===== src/rtl/bvshl_inv_solver.sv =====
// rtl/bvshl_inv_solver.sv - sequential Skolem solver for x<<s==t (mode 0) and s<<x==t (mode 1)
//
// Optional feature macro: BVSHL_INV_EARLY_EXIT_EN
//   defined   : RUN stops as soon as the answer is known (variable latency)
//   undefined : constant-time RUN (WIDTH cycles in mode 0, WIDTH+1 in mode 1)
//
// Ports:
//   clk    in  1      rising-edge clock
//   rst_n  in  1      synchronous active-low reset
//   start  in  1      job request, accepted whenever not busy (IDLE or DONE)
//   mode   in  1      0: solve x<<s==t, 1: solve s<<x==t
//   s      in  WIDTH  operand s, latched on accepted start
//   t      in  WIDTH  target t, latched on accepted start
//   busy   out 1      high while the search runs
//   done   out 1      one-cycle pulse, x/found valid
//   found  out 1      a solution exists
//   x      out WIDTH  witness, 0 when found=0; held until the next accepted start
module bvshl_inv_solver #(
    parameter int WIDTH = 4
) (
    input  logic             clk,
    input  logic             rst_n,
    input  logic             start,
    input  logic             mode,
    input  logic [WIDTH-1:0] s,
    input  logic [WIDTH-1:0] t,
    output logic             busy,
    output logic             done,
    output logic             found,
    output logic [WIDTH-1:0] x
);

    typedef enum logic [1:0] {ST_IDLE, ST_RUN, ST_DONE} state_t;

    localparam logic [WIDTH-1:0] LP_WN    = WIDTH'(WIDTH);
    localparam logic [WIDTH-1:0] LP_WN_M1 = WIDTH'(WIDTH - 1);
    localparam logic [WIDTH-1:0] LP_ONE   = WIDTH'(1);
    localparam logic [WIDTH:0]   LP_W1    = (WIDTH + 1)'(WIDTH);
    localparam logic [WIDTH:0]   LP_ONE1  = (WIDTH + 1)'(1);

    state_t           r_state;
    logic             r_mode;
    logic [WIDTH-1:0] r_t;
    logic [WIDTH-1:0] r_acc;
    logic [WIDTH-1:0] r_cnt;
    logic [WIDTH-1:0] r_shcnt;
    logic [WIDTH-1:0] r_xc;
    logic             r_fail;
    logic             r_match;
    logic             r_busy;
    logic             r_done;
    logic             r_found;
    logic [WIDTH-1:0] r_x;

    logic             w_accept;
    logic [WIDTH-1:0] w_shcnt_in;
    logic             w_in_shift;
    logic             w_hit;
    logic [WIDTH-1:0] w_acc_nxt;
    logic             w_fail_nxt;
    logic             w_match_nxt;
    logic [WIDTH-1:0] w_xc_nxt;
    logic             w_last;

    assign w_accept   = start && (r_state != ST_RUN);
    // Shift count saturates at WIDTH; compared at full s width so large s is never truncated.
    assign w_shcnt_in = ({1'b0, s} >= LP_W1) ? LP_WN : s;
    assign w_in_shift = (r_cnt < r_shcnt);
    assign w_hit      = (r_acc == r_t) && !r_match;

    always_comb begin
        w_acc_nxt   = r_acc;
        w_fail_nxt  = r_fail;
        w_match_nxt = r_match;
        w_xc_nxt    = r_xc;
        if (!r_mode) begin
            // Any 1 shifted out below the shift count cannot be produced by x<<s.
            if (w_in_shift) begin
                w_fail_nxt = r_fail | r_acc[0];
                w_acc_nxt  = r_acc >> 1;
            end
        end else begin
            if (w_hit) begin
                w_match_nxt = 1'b1;
                w_xc_nxt    = r_cnt;
            end
            w_acc_nxt = r_acc << 1;
        end
    end

`ifdef BVSHL_INV_EARLY_EXIT_EN
    // Mode 0 stops at the first failing bit or when the shift count is used up (at least one cycle).
    assign w_last = r_mode ? (w_hit || (r_cnt == LP_WN))
                           : ((({1'b0, r_cnt} + LP_ONE1) >= {1'b0, r_shcnt}) ||
                              (w_in_shift && r_acc[0]));
`else
    assign w_last = r_mode ? (r_cnt == LP_WN) : (r_cnt == LP_WN_M1);
`endif

    always_ff @(posedge clk) begin
        if (!rst_n) begin
            r_state <= ST_IDLE;
            r_mode  <= 1'b0;
            r_t     <= '0;
            r_acc   <= '0;
            r_cnt   <= '0;
            r_shcnt <= '0;
            r_xc    <= '0;
            r_fail  <= 1'b0;
            r_match <= 1'b0;
            r_busy  <= 1'b0;
            r_done  <= 1'b0;
            r_found <= 1'b0;
            r_x     <= '0;
        end else begin
            case (r_state)
                ST_IDLE, ST_DONE: begin
                    r_done <= 1'b0;
                    if (w_accept) begin
                        r_state <= ST_RUN;
                        r_busy  <= 1'b1;
                        r_mode  <= mode;
                        r_t     <= t;
                        r_acc   <= mode ? s : t;
                        r_shcnt <= w_shcnt_in;
                        r_cnt   <= '0;
                        r_xc    <= '0;
                        r_fail  <= 1'b0;
                        r_match <= 1'b0;
                        r_found <= 1'b0;
                        r_x     <= '0;
                    end else begin
                        r_state <= ST_IDLE;
                    end
                end
                ST_RUN: begin
                    r_acc   <= w_acc_nxt;
                    r_fail  <= w_fail_nxt;
                    r_match <= w_match_nxt;
                    r_xc    <= w_xc_nxt;
                    r_cnt   <= r_cnt + LP_ONE;
                    if (w_last) begin
                        r_state <= ST_DONE;
                        r_busy  <= 1'b0;
                        r_done  <= 1'b1;
                        if (r_mode) begin
                            r_found <= w_match_nxt;
                            r_x     <= w_match_nxt ? w_xc_nxt : '0;
                        end else begin
                            r_found <= !w_fail_nxt;
                            r_x     <= w_fail_nxt ? '0 : w_acc_nxt;
                        end
                    end
                end
                default: r_state <= ST_IDLE;
            endcase
        end
    end

    assign busy  = r_busy;
    assign done  = r_done;
    assign found = r_found;
    assign x     = r_x;

endmodule


===== config.mk =====
export PLATFORM = sky130hd
export DESIGN_NAME = bvshl_inv_solver
export DESIGN_NICKNAME = d
export VERILOG_FILES = /design/src/rtl/bvshl_inv_solver.sv
export SDC_FILE = /design/constraint.sdc
export NUM_CORES = 1
export LEC_CHECK = 0
export ABC_CLOCK_PERIOD_IN_PS = 3650
export CORE_MARGIN = 3
export CORE_UTILIZATION = 35
export DETAILED_ROUTE_END_ITERATION = 6
export SLEW_MARGIN = 30
export SYNTH_ARGS = -nofsm -noshare
export SYNTH_HDL_FRONTEND = slang
export SYNTH_SLANG_ARGS = --single-unit

===== constraint.sdc =====
create_clock -name clk -period 3.65 [get_ports clk]
set_clock_uncertainty 0.05 [all_clocks]
set_input_delay 0.73 -clock clk [delete_from_list [all_inputs] [get_ports clk]]
set_output_delay 0.73 -clock clk [all_outputs]
set_load 0.02 [all_outputs]

# Word level (Yosys, flattened, before mapping)
# Index checks and enable logic that the tools add are counted.
dict set report classes {
  reduce_logical 11
  bitwise 1
  magnitude_cmp 2
  eq_ne 8
  add_sub_neg 1
  mux 35
}
# operator n
set ops {}
lappend ops {{$mux W4} 12}
lappend ops {{$pmux W4 S2} 4}
lappend ops {{$mux W1} 12}
lappend ops {{$pmux W1 S2} 5}
lappend ops {{$reduce_and A2 Y1} 3}
lappend ops {{$add A4 B1 Y4 const B} 1}
lappend ops {{$eq A4 B2 Y1 const B} 1}
lappend ops {{$eq A4 B3 Y1 const B} 1}
lappend ops {{$eq A4 B4 Y1} 1}
lappend ops {{$ge A4 B3 Y1 const B} 1}
lappend ops {{$lt A4 B4 Y1} 1}
lappend ops {{$ne A2 B2 Y1 const B} 2}
lappend ops {{$pmux W2 S2} 1}
lappend ops {{$reduce_and A3 Y1} 1}
lappend ops {{$eq A2 B1 Y1 const B} 1}
lappend ops {{$eq A2 B2 Y1 const B} 1}
lappend ops {{$logic_and A1 B1 Y1} 2}
lappend ops {{$logic_not A1 Y1} 2}
lappend ops {{$logic_not A2 Y1} 1}
lappend ops {{$mux W2} 1}
lappend ops {{$ne A2 B1 Y1 const B} 1}
lappend ops {{$reduce_bool A2 Y1} 1}
lappend ops {{$reduce_or A2 Y1} 1}
lappend ops {{$or A1 B1 Y1} 1}
dict set report word_totals {
  reg_bits 32
  inputBits 12
  output_inout_bits 7
}

# Depth between registers and ports, before layout
# Gate-level depths: netlist (run 1).
dict set report depth {
  word_depth 8
  ltp_mapped 7
  mapped_depth_nobuf 7
}

# Least setup slack after synthesis (run 1)
# OpenSTA, ideal clock, no wires.
dict set report synth_path {
  kind {in2reg}
  from {in start}
  to {reg r_acc[2]}
  slack_ns 1.833
  setup_ns 0.122
  path_stages 6
  t_required_ns 3.478
  arrival_ns 1.645
  path_cell_list {nor2b_1 > clkbuf_1 > nor2_1 > o2bb2ai_1 > a211oi_1 > a21oi_1}
}
dict set report synth_between {
  elab_chain_len 3
}
# element line_no
set synth_lines {}
lappend synth_lines {{from (decl)} 23} ;# input logic start,
lappend synth_lines {{$logic_and A1 B1 Y1} 65} ;# assign w_accept = start && (r_state != ST_RUN);
lappend synth_lines {{$ne A2 B2 Y1 (no line)} --}
lappend synth_lines {{$reduce_and A2 Y1 (no line)} --}
lappend synth_lines {{to (signal assigned)} 124} ;# r_acc <= mode ? s : t;
lappend synth_lines {{to (signal assigned)} 137} ;# r_acc <= w_acc_nxt;
lappend synth_lines {{to (decl)} 44} ;# logic [WIDTH-1:0] r_acc;
# No other way between the ends.
# A chain may end at the register's enable or synchronous reset.

# Worst setup path in the final report (run 1)
# Ends and elaborated chain as after synthesis.

==> results.toml, run 1 <==
[synth]
syn_inst = 194
synth_top_family_by_area = "simple AND/OR/NAND/NOR gates"
synth_warnings = 0
syn-num-nets = 210
synth_cell_types = 40
synth_seq_cells = 32
synth-compound-area-share = 0.2420
synthAdderAreaFrac = 0.03053
synth_mux_area_frac = 0.02443
synthXorXnorAreaFrac = 0.02137
yosys.area_share.simple = 0.2496
ys_seq_area_frac = 0.3908
synthesis.area_mm2 = 0.001639
syn_avg_cell_area_um2 = 8.449

[sta]
rsz0062_at_grt = "no"
worst_slew_pin_slew_ps = 622.5
hold_violations = 0
slew_viol_final = 0
setup_ws_ps = 1347
min_period_ps = 2303
min_period_over_period = 0.6310
maxSlewHeadroom = 0.5842
tns_ps = 0
setup_viol = 0
fmax_ghz = 0.4342

[power]
switching_share = 0.2730
clkPwrFrac = 0.360
combPwrFrac = 0.149
power-per-cell-area_mw_per_mm2 = 396.6
p_seq_frac = 0.491
leakage_nw = 0.7043
ir_drop_uv = 256.0
internal-power_mw = 0.5627
p_switching_mw = 0.2113

[drt]
viasPerCell = 5.451
vias = 1439
drtAntennaViolNets = 0
routedWlPerCell_um = 15.02
drcViolationCount = 0
drt_iter0_drc = 106
routed_wl_mm = 3.965
drt_pre_antenna_iters = 4

[clock_network]
htreeDepth = 2
numClockSinks = 32
cts_buffer_depth = 2
ctsHoldBuffers = 0
clockRootBuffer = "clkbuf_8"
path_clk_slew_ps = 70
clock_latency_ps = 280
cts_setup_buffers = 0
cts_resized = 0
numCtsBuffers = 5
cts_tree = "yes"

[global_routing]
grt_pass1_wl_mm = 6.265
grt_remaining_overflow = 0
track_usage = 0.1501
antenna_found_initial = 0
grt_max_degree = 22
grt_pass1_vias = 1331

[setup_path]
crit_required_ps = 3770
rr_worst_depth = 5
crit_start = "start"
crit_arrival_ps = 2420
crit_end = "r_acc[2]"
r2r-start = "r_acc[3]"
cp_top_family = "simple AND/OR/NAND/NOR gates"
reg2reg_slack_ps = 1640
crit_cells = 6
cp_max_fo = 10
path_buf_inv = 1
worst_setup_path_end_kind = "register"
cp_cell_sequence = "clkdlybuf4s50_1, nor2b_1, nor2_1, o2bb2ai_1, a211oi_1, a21oi_1"
r2r-end = "r_xc[2]"
cp_slowest_cell = "nor2b_1"
worstSetupPathType = "in2reg"
max_stage_delay_ps = 520
start_kind = "input port"

[floorplan]
coreArea_mm2 = 0.004444
die_area_mm2 = 0.005540
initial_core_util = 0.3688
die_h_um = 74.43
io_pins = 19
rows = 24
die-width_um = 74.43

[placed_design]
place_congestion = 0.8391
place_hpwl_mm = 2.834
dp_slack_ps = 1034
portBuffers = 18

[worst_hold_path]
min-delay-path-class = "reg2reg"
hold-path-cell-count = 2

[final_layout]
fillerInstances = 454
syn_to_final_growth_pct = 19.08
drive_above_1_share = 0.07075
insertedDiodeCount = 0
layout_commonest_cell = "dfxtp_1"
nets = 227
seqCellArea_um2 = 640.6
final_cell_mix = "dfxtp_1, a21oi_1, nand2_1"
multi_input_comb_area_um2 = 930.9

[run_status]
status = "finished clean"

[run]
cap_violations = 0
==> per-layer routing <==
layer	GRT usage	vias to the layer above	wire length, µm
met2	0.2195	42	1684
li1	-	732	-
met5	0	-	0
met3	0.03784	4	204
met1	0.2186	661	2045
met4	0.04150	0	30
==> worst min-delay path, cell delays in order (launching register included) <==
cell	delay [ps]
dfxtp_1	300
inv_1	60
nor2_1	40
==> synthesized netlist by cell type <==
master     number  area [µm²]
dfxtp_1        32       640.6
a21oi_1        25       125.1
nand2_1        24       90.09
nor2_1         16       60.06
clkbuf_1        9       33.78
nand3_1         9       45.04
inv_1           8       30.03
nand3b_1        6       45.04
o21ai_0         6       30.03
nor2b_1         5       31.28
a22oi_1         4       30.03
ha_1            4       50.05
mux2i_1         4       40.04
o211ai_1        4       30.03
xor2_1          4       35.03
a211o_1         3       26.28
nand2b_1        3       18.77
a211oi_1        2       15.01
a31oi_1         2       12.51
nor3_1          2       10.01
o21a_1          2       15.01
or3_1           2       12.51
a2111oi_0       1       8.760
a2111oi_4       1       27.53
a21o_1          1       7.510
a22o_1          1       8.760
a31o_2          1       8.760
a31oi_2         1       12.51
a32o_1          1       10.01
and2_1          1       6.260
buf_1           1       3.750
nand4_1         1       6.260
nand4bb_1       1       11.26
nand4bb_4       1       27.53
nor4_4          1       21.27
nor4b_4         1       23.77
o21ai_1         1       5.000
o21ai_2         1       8.760
o22ai_1         1       6.260
o2bb2ai_1       1       8.760
==> metrics by stage <==
| step | hold slack, ps | instance area [µm²] | power [mW] | cells | util |
|---|---|---|---|---|---|
| after global routing | 428.0 | 1952 | 0.8038 | 264 | 0.4392 |
| final | 388.9 | 1952 | 0.7741 | 264 | 0.4392 |
| after floorplan | 369.7 | 1639 | 0.4619 | 194 | - |
| after global placement | 382.4 | 1862 | 0.5020 | 256 | 0.4189 |
| after CTS | 395.1 | 1952 | 0.7787 | 264 | 0.4392 |
| after detailed placement | 384.7 | 1862 | 0.5024 | 256 | 0.4189 |
==> power by group through the flow <==
stage                     logic, mW  clock network (mW)  registers (mW)
after global routing          0.126               0.296           0.381
after floorplan              0.0805                   0           0.381
after detailed placement      0.115                   0           0.387
after global placement        0.115                   0           0.387
final                         0.116               0.279           0.380
after CTS                     0.115               0.284           0.380
==> logic make-up after synthesis <==
| kind of cell | count (synthesis) |
|---|---|
| AND/OR/NAND/NOR | 73 |
| AO/OA/AOI/OAI | 59 |
| flip-flops | 32 |
| buffers and inverters | 18 |
| XOR/XNOR | 4 |
| multiplexers | 4 |
| adder cells (fa/ha/maj) | 4 |
==> final cells by class <==
class                      instances  area share
tap                               52     0.03333
clock buffer                       8     0.04615
multi-input combinational        144      0.4769
sequential                        32      0.3282
inverter                           8     0.01538
timing repair buffer              20      0.1000
==> worst min-delay path by stage <==
stage / end / slack [ps] / from
after floorplan: r_shcnt[3] / 370 / r_shcnt[3]
after global placement: r_shcnt[3] / 380 / r_shcnt[3]
after detailed placement: r_shcnt[3] / 380 / r_shcnt[3]
after CTS: r_shcnt[3] / 400 / r_shcnt[3]
after global routing: r_shcnt[3] / 430 / r_shcnt[3]
final: r_shcnt[3] / 390 / r_shcnt[3]
==> flip-flops by register name (all words and copies together) (netlist names), 2 cells and up <==
name     cells
r_t          4
r_state      2
r_shcnt      4
r_acc        4
x            4
r_xc         4
r_cnt        4
No activity file was read; power rests on OpenSTA's default activity.
==> run 2: changes to the inputs <==
- ABC_CLOCK_PERIOD_IN_PS: 3650 -> 2200
- clock period: 3.65 -> 2.2 ns (I/O delays scaled with it)
==> run 2 against run 1 <==
Effect of this change:
- setup slack worse by 1100 ps
- design area up 3.5%
- power up 67%
- critical path depth down 1
- worst hold slack better by 20 ps
- first-iteration DRC count down 33%
- combinational power up 80%
- sequential power up 64%
- non-clock buffer count up 9
- critical endpoint is now r_xc[1]
- cell count up 3.4%
- clock power up 64%
==> results.toml, run 2 (synthesized netlist as in run 1, its figures left out) <==
[run_status]
status = "finished clean"

[floorplan]
die_area_mm2 = 0.005540
io_pins = 19
die_h_um = 74.43
coreArea_mm2 = 0.004444
die-width_um = 74.43
rows = 24
initial_core_util = 0.3688

[setup_path]
start_kind = "register"
crit_arrival_ps = 2050
worstSetupPathType = "reg2reg"
crit_start = "r_acc[3]"
cp_max_fo = 8
crit_required_ps = 2310
r2r-start = "r_acc[3]"
worst_setup_path_end_kind = "register"

[sta]
setup_viol = 0
hold_violations = 0
min_period_ps = 1941
slew_viol_final = 0
fmax_ghz = 0.5152
worst_slew_pin_slew_ps = 487.3
tns_ps = 0
maxSlewHeadroom = 0.6667
rsz0062_at_grt = "no"
min_period_over_period = 0.8822

[drt]
met2_length_mm = 1.743
routed_wl_mm = 3.880
top_layer_used = "met4"
drt_pre_antenna_iters = 4
wl_met1_mm = 1.950
drt_iter0_drc = 71
drtAntennaViolNets = 0
drcViolationCount = 0
vias = 1439
viasPerCell = 5.271
routedWlPerCell_um = 14.21
wl_met3_um = 154

[power]
combPwrFrac = 0.162
p_seq_frac = 0.483
p_switching_mw = 0.3451
power-per-cell-area_mw_per_mm2 = 639.0
switching_share = 0.2675
internal-power_mw = 0.9453
leakage_nw = 0.7501
clkPwrFrac = 0.355
p_total_mw = 1.290
ir_drop_uv = 400.6

[clock_network]
ctsHoldBuffers = 0
numCtsBuffers = 5
cts_tree = "yes"
cts_buffer_depth = 2
numClockSinks = 32
cts_setup_buffers = 0
htreeDepth = 2
clock_latency_ps = 280
cts_resized = 0
clockRootBuffer = "clkbuf_8"
path_clk_slew_ps = 60

[global_routing]
antenna_found_initial = 0
grt_max_degree = 22
grt_pass1_vias = 1386
grt_remaining_overflow = 0
track_usage = 0.1544
grt_pass1_wl_mm = 6.486

[placed_design]
portBuffers = 18
dp.cells = 265
place_hpwl_mm = 2.954
place_congestion = 0.7828

[final_layout]
nets = 236
final_cell_mix = "dfxtp_1, a21oi_1, nand2_1"
syn_to_final_growth_pct = 23.21
insertedDiodeCount = 0
layout_commonest_cell = "dfxtp_1"
instances_no_fill = 273
drive_above_1_share = 0.1086

[run]
cap_violations = 0

[worst_hold_path]
min-delay-path-class = "reg2reg"
worstHoldStart = "x[3]"
==> run 2: cell count changes in the layout (fill, tap and decap cells not counted) <==
cell	before	now
buf_4	2	11
==> run 2: final timing paths <==
path	slack, ps	cells past startpoint	to
setup / recovery	260	5	r_xc[1]
hold / removal	410	1	x[3]
setup reg to reg	260	5	r_xc[1]
hold reg to reg	410	1	x[3]
==> run 2: layout make-up <==
class	instances	area (µm²)
fill	447	2425
multi-input combinational	144	930.9
sequential	32	640.6
timing repair buffer	29	262.8
clock buffer	8	90.09
tap	52	65.06
inverter	8	30.03
==> run 2: critical path: stages (launching register included) <==
cell and delay, ps:
dfxtp_1 450, xor2_1 140, nor4_4 510, nor4b_4 440
nand3b_1 170, a21oi_1 60
==> run 2: per-layer routing <==
| metal | vias up | track usage |
|---|---|---|
| met1 | 663 | 0.2097 |
| met2 | 29 | 0.2361 |
| met4 | 0 | 0.05534 |
| met3 | 4 | 0.04054 |
| li1 | 743 | - |
| met5 | - | 0 |
==> run 2: power groups by stage <==
stage / clock network (mW) / registers [mW] / logic [mW]
floorplan: 0 / 0.633 / 0.134
global placement: 0 / 0.637 / 0.208
detailed placement: 0 / 0.637 / 0.210
CTS: 0.476 / 0.624 / 0.210
global route: 0.500 / 0.627 / 0.232
finish: 0.458 / 0.624 / 0.209
==> run 2: stage by stage <==
step           setup WS [ps]    util  hold slack, ps  instance area, µm²
2_1_floorplan          528.4       -           369.7                1639
4_1_cts                238.1  0.4544           412.9                2019
6_report               259.1  0.4544           409.2                2019
3_5_place_dp           224.2  0.4341           398.0                1929
5_1_grt                91.24  0.4544           427.1                2019
3_3_place_gp           142.7  0.4341           399.0                1929
==> run 3: changes to the inputs <==
- ABC_CLOCK_PERIOD_IN_PS: 2200 -> 1700
- PLACE_DENSITY_LB_ADDON: not set -> 0.15
- SLEW_MARGIN: 30 -> not set
- clock period: 2.2 -> 1.7 ns (I/O delays scaled with it)
==> run 3 against run 2 <==
Effect of this change:
- the flow now finishes with violations (negative setup slack)
- power up 46%
- via count up 15%
- first-iteration DRC count up 120%
- non-clock buffer count up 25
- highest routed layer unchanged
==> results.toml, run 3 (synthesized netlist as in run 1, its figures left out) <==
[clock_network]
cts_tree = "yes"
numCtsBuffers = 5
clock_latency_ps = 280
cts_buffer_depth = 2
htreeDepth = 2
clockRootBuffer = "clkbuf_8"
path_clk_slew_ps = 60
numClockSinks = 32

[run]
cap_violations = 0

[drt]
routed_wl_mm = 4.759
drt_iter0_drc = 154
drcViolationCount = 0
vias = 1654
routedWlPerCell_um = 15.97
drt_pre_antenna_iters = 5
drtAntennaViolNets = 0
viasPerCell = 5.550

[power]
internal-power_mw = 1.386
switching_share = 0.2641
power-per-cell-area_mw_per_mm2 = 811.3
p_seq_frac = 0.427
combPwrFrac = 0.195
ir_drop_uv = 342.0
leakage_nw = 0.9013
clkPwrFrac = 0.379
p_switching_mw = 0.4972

[floorplan]
io_pins = 19
initial_core_util = 0.3688
die_h_um = 74.43
die_area_mm2 = 0.005540
rows = 24
coreArea_mm2 = 0.004444
die-width_um = 74.43

[worst_hold_path]
worstHoldStart = "r_shcnt[3]"
min-delay-path-class = "reg2reg"

[setup_path]
crit_required_ps = 1830
r2r-start = "r_shcnt[1]"
cp_max_fo = 3
worst_setup_path_end_kind = "register"
crit_cells = 8
cp_slowest_cell = "dfxtp_1"
crit_start = "r_shcnt[1]"
start_kind = "register"
cp_cell_sequence = "inv_1, ha_1, inv_1, o21a_1, buf_4, o21ai_1, nand3_1, a32o_1"
crit_arrival_ps = 1910
rr_worst_depth = 8
reg2reg_slack_ps = -80
worstSetupPathType = "reg2reg"
crit_end = "x[1]"
path_buf_inv = 3
path_common_cell = "inv_1"
max_stage_delay_ps = 330
cp_top_family = "compound AO/OA/AOI/OAI gates"
r2r-end = "x[1]"

[final_layout]
final_cell_mix = "buf_4, dfxtp_1, nand2_1"
nets = 261
insertedDiodeCount = 0
syn_to_final_growth_pct = 41.60
layout_commonest_cell = "buf_4"
instances_no_fill = 298
fillerInstances = 436
drive_above_1_share = 0.2642

[sta]
min_period_ps = 1776
rsz0062_at_grt = "yes"
min_period_over_period = 1.045
setup_ws_ps = -76.47
maxSlewHeadroom = 0.7181
setup_viol = 5
worst_slew_pin_slew_ps = 422.8
hold_violations = 0
slew_viol_final = 0
fmax_ghz = 0.5629

[run_status]
status = "finished, violations left"
violations = "negative setup slack"

[global_routing]
antenna_found_initial = 0
grt_max_degree = 22
grt_remaining_overflow = 0
track_usage = 0.1810
grt_pass1_wl_mm = 7.638
grt_pass1_vias = 1622

[placed_design]
portBuffers = 18
place_congestion = 0.8497
place_hpwl_mm = 3.562
dp_slack_ps = -259.3
dp.cells = 285
## run 3: cell count changes in the layout (fill, tap and decap cells not counted), sizes merged
| cell | change |
|---|---|
| bufinv | +1 |
| clkbuf | -2 |
| buf | +25 |
| clkinv | +1 |
## run 3: area by class of cell
type | count | area (µm²) | share of cell area
clock inverters | 2 | 35.03 | 0.01509
multi-input cells | 144 | 993.5 | 0.4280
flip-flops and latches | 32 | 645.6 | 0.2782
clock buffers | 6 | 72.57 | 0.03127
repair buffers | 54 | 479.2 | 0.2065
inverters | 8 | 30.03 | 0.01294
well taps | 52 | 65.06 | 0.02803
## run 3: how the worst min path moves through the flow
stage                       to  slack (ps)  cells past startpoint
floorplan           r_shcnt[3]         370                      2
global placement    r_shcnt[3]         380                      2
detailed placement  r_shcnt[3]         390                      2
CTS                 r_shcnt[3]         400                      2
global route        r_shcnt[3]         430                      2
finish              r_shcnt[3]         390                      2
## run 3: timing repair
item / CTS / global route
buffers inserted: 1 / 4
hold buffers: 0 / 0
resized for setup: 10 / 11
setup endpoints to repair: 8 / 12
hold endpoints to repair: 0 / 0
pin swaps: 8 / 11
## run 3: worst min-delay path, stage by stage (launching register included)
cell	delay, ps
dfxtp_1	300
inv_1	70
nor2_1	40
## run 3: layer usage
layer / track usage / vias up / part of all wire
li1: - / 794 / -
met1: 0.2348 / 764 / 0.43
met2: 0.2780 / 74 / 0.47
met3: 0.05405 / 22 / 0.078
met4: 0.07905 / 0 / 0.025
met5: 0 / - / 0
## run 3: stage by stage
step	instance area [µm²]	utilization	TNS (ps)	hold slack, ps	power, mW
floorplan	1639	-	0	369.7	0.9916
finish	2321	0.5222	-247.7	394.7	1.883
global route	2321	0.5222	-785.8	427.5	1.959
global placement	2092	0.4707	-767.4	382.3	1.149
CTS	2255	0.5073	-21.00	395.2	1.875
detailed placement	2092	0.4707	-1170	386.0	1.150
## run 3: power groups by stage
stage | registers (mW) | clock network, mW | logic (mW)
floorplan | 0.819 | 0 | 0.173
global route | 0.806 | 0.760 | 0.393
detailed placement | 0.817 | 0 | 0.333
global placement | 0.816 | 0 | 0.333
CTS | 0.801 | 0.727 | 0.347
finish | 0.804 | 0.713 | 0.367
